$ cat src/rtl/spi_ltc2335_multi_rd.sv
// SPI master that reads N_CH LTC2335-class ADCs in lockstep over a shared CS/SCK/SDO bus,
// and also issues sequencer-programming writes. Requests arriving while busy are flagged in overrun.
module spi_ltc2335_multi_rd #(
    parameter int N_CH       = 2,
    parameter int N_B        = 24,
    parameter int CLK_DIV    = 2,
    parameter int N_WAIT     = 1,
    parameter int SAMPLE_DLY = 1,
    parameter int N_CSH      = 2
) (
    input  logic                 clk,
    input  logic                 rst,
    input  logic                 trigger,
    input  logic                 cfg_req,
    input  logic [N_B-1:0]       data_in,
    input  logic [N_B-1:0]       cfg_word,
    input  logic                 ovr_clr,
    input  logic [N_CH-1:0]      sdi,
    output logic [N_CH-1:0]      cs_n,
    output logic                 sck,
    output logic                 sdo,
    output logic [N_CH*N_B-1:0]  data_out,
    output logic                 valid,
    output logic                 cfg_done,
    output logic                 ready,
    output logic                 overrun,
    output logic [2:0]           state_out
);
    localparam int BW = $clog2(N_B + 1);
    localparam int DW = N_CH * N_B;
    localparam logic [4:0]    WAIT_LAST = 5'(N_WAIT - 1);
    localparam logic [4:0]    CSH_LAST  = 5'(N_CSH - 1);
    localparam logic [4:0]    HALF      = 5'(CLK_DIV);
    localparam logic [4:0]    DIV_LAST  = 5'(2 * CLK_DIV - 1);
    localparam logic [4:0]    SAMP      = 5'(SAMPLE_DLY);
    localparam logic [BW-1:0] BIT_LAST  = BW'(N_B - 1);

    typedef enum logic [2:0] {
        IDLE  = 3'd0,
        CSW   = 3'd1,
        SHIFT = 3'd2,
        HOLD  = 3'd3
    } state_t;

    state_t          state_q, state_d;
    logic            mode_cfg_q, mode_cfg_d;
    logic [4:0]      div_q, div_d;
    logic [BW-1:0]   bit_q, bit_d;
    logic [N_B-1:0]  tx_q, tx_d;
    logic [DW-1:0]   rx_q, rx_d, dout_q, dout_d;
    logic            samp_q, samp_d;
    logic            cs_q, cs_d, sck_q, sck_d, sdo_q, sdo_d;
    logic            valid_q, valid_d, cfgd_q, cfgd_d, ready_q, ready_d, ovr_q, ovr_d;
    logic            hold_entry, req_drop;

    always_comb begin
        state_d    = state_q;
        mode_cfg_d = mode_cfg_q;
        div_d      = div_q;
        bit_d      = bit_q;
        tx_d       = tx_q;
        rx_d       = rx_q;

        // Pins lag the registered SCK by one clk edge, so the capture strobe is delayed by one
        // cycle: SAMPLE_DLY=0 samples the first edge that can see the ADC's post-rise data.
        if (samp_q) begin
            for (int k = 0; k < N_CH; k++) begin
                rx_d[k*N_B +: N_B] = {rx_q[k*N_B +: N_B-1], sdi[k]};
            end
        end

        case (state_q)
            IDLE: begin
                if (cfg_req || trigger) begin
                    mode_cfg_d = cfg_req;
                    tx_d       = cfg_req ? cfg_word : data_in;
                    rx_d       = '0;
                    div_d      = 5'd0;
                    state_d    = CSW;
                end
            end
            CSW: begin
                if (div_q == WAIT_LAST) begin
                    div_d   = 5'd0;
                    bit_d   = '0;
                    state_d = SHIFT;
                end else begin
                    div_d = div_q + 5'd1;
                end
            end
            SHIFT: begin
                if (div_q == HALF) begin
                    tx_d = {tx_q[N_B-2:0], 1'b0};
                end
                if (div_q == DIV_LAST) begin
                    div_d = 5'd0;
                    if (bit_q == BIT_LAST) begin
                        state_d = HOLD;
                    end else begin
                        bit_d = bit_q + BW'(1);
                    end
                end else begin
                    div_d = div_q + 5'd1;
                end
            end
            HOLD: begin
                if (div_q == CSH_LAST) begin
                    div_d   = 5'd0;
                    state_d = IDLE;
                end else begin
                    div_d = div_q + 5'd1;
                end
            end
            default: state_d = IDLE;
        endcase

        hold_entry = (state_q == HOLD) && (div_q == 5'd0);
        req_drop   = ((state_q != IDLE) && (trigger || cfg_req)) ||
                     ((state_q == IDLE) && trigger && cfg_req);

        samp_d  = (state_q == SHIFT) && (div_q == SAMP);
        cs_d    = !((state_q == CSW) || (state_q == SHIFT));
        sck_d   = (state_q == SHIFT) && (div_q < HALF);
        sdo_d   = ((state_q == CSW) || (state_q == SHIFT)) ? tx_d[N_B-1] : 1'b0;
        valid_d = hold_entry && !mode_cfg_q;
        cfgd_d  = hold_entry && mode_cfg_q;
        dout_d  = valid_d ? rx_d : dout_q;
        ready_d = (state_q == IDLE);
        ovr_d   = req_drop || (ovr_q && !ovr_clr);
    end

    always_ff @(posedge clk or negedge rst) begin
        if (!rst) begin
            state_q    <= IDLE;
            mode_cfg_q <= 1'b0;
            div_q      <= 5'd0;
            bit_q      <= '0;
            tx_q       <= '0;
            rx_q       <= '0;
            dout_q     <= '0;
            samp_q     <= 1'b0;
            cs_q       <= 1'b1;
            sck_q      <= 1'b0;
            sdo_q      <= 1'b0;
            valid_q    <= 1'b0;
            cfgd_q     <= 1'b0;
            ready_q    <= 1'b1;
            ovr_q      <= 1'b0;
        end else begin
            state_q    <= state_d;
            mode_cfg_q <= mode_cfg_d;
            div_q      <= div_d;
            bit_q      <= bit_d;
            tx_q       <= tx_d;
            rx_q       <= rx_d;
            dout_q     <= dout_d;
            samp_q     <= samp_d;
            cs_q       <= cs_d;
            sck_q      <= sck_d;
            sdo_q      <= sdo_d;
            valid_q    <= valid_d;
            cfgd_q     <= cfgd_d;
            ready_q    <= ready_d;
            ovr_q      <= ovr_d;
        end
    end

    assign cs_n      = {N_CH{cs_q}};
    assign sck       = sck_q;
    assign sdo       = sdo_q;
    assign data_out  = dout_q;
    assign valid     = valid_q;
    assign cfg_done  = cfgd_q;
    assign ready     = ready_q;
    assign overrun   = ovr_q;
    assign state_out = state_q;

endmodule

$ cat config.mk
export PLATFORM = sky130hd
export DESIGN_NAME = spi_ltc2335_multi_rd
export DESIGN_NICKNAME = d
export VERILOG_FILES = /design/src/rtl/spi_ltc2335_multi_rd.sv
export SDC_FILE = /design/constraint.sdc
export NUM_CORES = 1
export LEC_CHECK = 0
export CORE_MARGIN = 3
export CORE_UTILIZATION = 35
export CTS_CLUSTER_SIZE = 12
export DETAILED_ROUTE_END_ITERATION = 16
export HOLD_SLACK_MARGIN = 0.03
export PLACE_DENSITY_LB_ADDON = 0.2
export SYNTH_ARGS = -nofsm -noshare
export SYNTH_HDL_FRONTEND = slang
export SYNTH_SLANG_ARGS = --single-unit
$ cat constraint.sdc
create_clock -name clk -period 3.5 [get_ports clk]
set_clock_uncertainty 0.15 [all_clocks]
set_input_delay 0.35 -clock clk [delete_from_list [all_inputs] [get_ports clk]]
set_output_delay 0.35 -clock clk [all_outputs]
set_load 0.01 [all_outputs]
==> metrics.md <==
| Metric | Value |
|---|---|
| TritonCTS clock tree | built |
| Clk Latency, worst-skew pair | 410 ps |
| Fmax | 0.3736 GHz |
| PostCTS Resize Cnt | 0 |
| HP Start | data_out[35]$_DFFE_PN0P_ |
| Layout cell share with drive strength beyond 1 | 19.26% |
| Power per cell area | 731.8 mW/mm^2 |
| Area contributors post-synth | dfrtp_1 (56%), mux2i_1 (12%), mux2_2 (11%) |
| FP Rows | 48 |
| Hold path cells | 1 |
| Max-cap violations | 0 |
| Area growth syn-to-layout | 30.52% |
| GPL Wtd Cong | 0.7626 |
| Number of port buffers | 112 |
| Slew Limit Fails | 0 |
| Detail Route Antenna Nets | 0 |
| Top Ports | 114 |
| Slew @ Worst Pin | 928.9 ps |
| RSZ-0062 raised after global routing | false |
| Required @ worst endpoint | 3650 ps |
| Largest net degree at the start of global routing | 87 |
| Avg WL per Cell | 15.45 um |
| Post-synth EDFFs | 0 |
| Mapped Area | 0.006235 mm^2 |
| Fin Setup TNS | 0 ps |
| Die W | 139.5 um |
| Core area | 0.01736 mm^2 |
| All-Layer GR Usage | 13.61% |
| Sequential fraction of the synthesis area | 56.63% |
| Hold crit path type | flop to flop |
| Die height | 139.5 um |
| Crit path launch type | flop |
| Crit path capture type | flop |
| Ratio of final minimum period to clock period | 76.48% |
| Most common cell in the synthesized netlist | dfrtp_1 |
| Leakage power | 3.721 nW |
| Non-filler cells, final | 822 |
| Via count | 3973 |
| Path depth of the worst reg2reg path | 6 |
| Synth Flop Type | dfrtp_1 |
| CP max FO | 23 |
| Post-placement cell count | 790 |
| Reg2reg end | tx_q[4]$_DFFE_PN0P_ |
| Post-synth top cells | dfrtp_1 (139), mux2i_1 (73), mux2_2 (61), nor2_1 (54), o2bb2ai_1 (22) |
| Nets | 649 |
| Clk slew on worst S/H paths | 60 ps |
| Number of global-route vias before repair | 4183 |
| H-tree Lvls | 4 |
| First drt pass iteration count | 4 |
| Initial core utilization | 35.92% |
| Synth top area share | 55.79% |
| GRT overflow | 0 |
| Sink Count | 141 |
| Drt total wl | 12700 um |
| Fin crit period | 2677 ps |
| Final setup viols | 0 |
| Initial antenna violation count | 0 |
| R2R Path Start | state_out[0]$_DFFE_PN0P_ |
| Total CTS buffers | 17 |
| Yosys cell types | 50 |
| Reg2Reg Setup Slack | 820 ps |
| Leading area contributor after synthesis | dfrtp_1 |
| Antenna cells | 0 |
| Final Hold Fails | 0 |
| Hold Path Sink | data_out[35]$_DFFE_PN0P_ |
| Syn avg cell area | 13.07 um^2 |
| Async S/R FF share, synth | 100.0% |
| Gate count after technology mapping | 477 |
| Clock Tree Root | clkbuf_16 |
| Crit path kind | flop to flop |
| Global-route wire length before repair | 21440 um |
| Initial detailed-routing violation count | 210 |
| CP arrival | 2820 ps |
| Status | completed |
| Yosys warns | 0 |
| DRC | 0 |
| Slew HR | 38.07% |
| Synth Net Count | 541 |
| Maximum vdd drop | 434.2 uV |
| Dpl hpwl | 8593 um |
| Die area | 0.01945 mm^2 |
| Vias/cell | 4.833 |
| Count of state elements after synthesis | 141 |
| Clk buf depth | 2 |
==> cells in the final DEF, fill, tap and decap left out, drive strengths merged, types with 8 or more instances in the layout <==
| cell type | count |
|---|---|
| buf | 11 |
| clkbuf | 22 |
| clkdlybuf4s50 | 111 |
| dfrtp | 139 |
| ha | 9 |
| inv | 13 |
| mux2 | 71 |
| mux2i | 73 |
| nand2 | 8 |
| nor2 | 54 |
| o2bb2ai | 22 |
==> per-layer routing <==
layer	GRT usage (%)	vias to the layer above	share of wire [%]	routed length, um
met5	0	-	0	0
met4	3.399	0	0.80	102
met3	5.052	9	5.4	685
li1	-	1911	-	-
met2	21.93	93	48	6149
met1	17.47	1960	45	5761
==> layout make-up <==
| type | count | area (um^2) |
|---|---|---|
| clock buffer | 22 | 494.2 |
| sequential | 141 | 3532 |
| inverter | 13 | 48.80 |
| tap | 225 | 281.5 |
| clock inverter | 9 | 86.33 |
| fill | 1556 | 9219 |
| timing repair buffer | 123 | 1220 |
| multi-input combinational | 289 | 2475 |
==> registers in the layout (all words and copies together), names as in the netlist, 2 cells and up <==
name and count:
data_out 48, rx_q 48, tx_q 24, bit_q 5, div_q 5, state_out 2
==> report_power, final <==
part | total, mW | internal, mW | switching [mW]
Combinational | 1.96 | 1.05 | 0.912
Clock | 1.73 | 1.07 | 0.662
Sequential | 2.27 | 2.03 | 0.235
Total | 5.96 | 4.15 | 1.81
==> per-stage QoR <==
stage	power, mW	util (%)	worst slack [ps]	cell area, um^2	hold WS [ps]
floorplan	3.423	-	1060	6235	-95.59
global placement	4.240	43.48	887.7	7547	312.5
detailed placement	4.290	43.48	838.3	7547	323.7
CTS	6.052	46.89	825.6	8138	341.6
global route	6.313	46.89	632.4	8138	366.8
finish	5.956	46.89	823.1	8138	332.0
==> cells by family after synthesis <==
group / after synthesis / share of synthesized area, %
DFF: 141 / 56.63
buffers and inverters: 47 / 3.853
AOI/OAI and AO/OA: 45 / 5.820
and+or+nand+nor: 87 / 6.843
other: 1 / 0.06015
xor gates and xnor gates: 2 / 0.2810
muxes: 144 / 24.54
adders and majority gates: 10 / 1.967
==> worst max-delay path by stage <==
stage / startpoint / to / slack (ps) / cells past startpoint
after floorplan: state_out[0]$_DFFE_PN0P_ / tx_q[10]$_DFFE_PN0P_ / 1060 / 7
after global placement: state_out[1]$_DFFE_PN0P_ / data_out[27]$_DFFE_PN0P_ / 890 / 7
after detailed placement: div_q[1]$_DFFE_PN0P_ / data_out[45]$_DFFE_PN0P_ / 840 / 7
after CTS: div_q[1]$_DFFE_PN0P_ / data_out[5]$_DFFE_PN0P_ / 830 / 7
after global routing: state_out[0]$_DFFE_PN0P_ / data_out[23]$_DFFE_PN0P_ / 630 / 7
final: state_out[0]$_DFFE_PN0P_ / tx_q[4]$_DFFE_PN0P_ / 820 / 6
==> critical path, stage by stage (launching register included) <==
cell	delay, ps
dfrtp_1	410
inv_1	110
ha_1	340
and3_1	830
o21bai_2	130
buf_4	260
mux2_1	330
==> timing repair <==
action | in CTS | in global routing
hold buffers | 1 | 0
hold endpoints to repair | 81 | 0
setup buffers | 0 | 0
No activity file was read; power rests on OpenSTA's default activity.
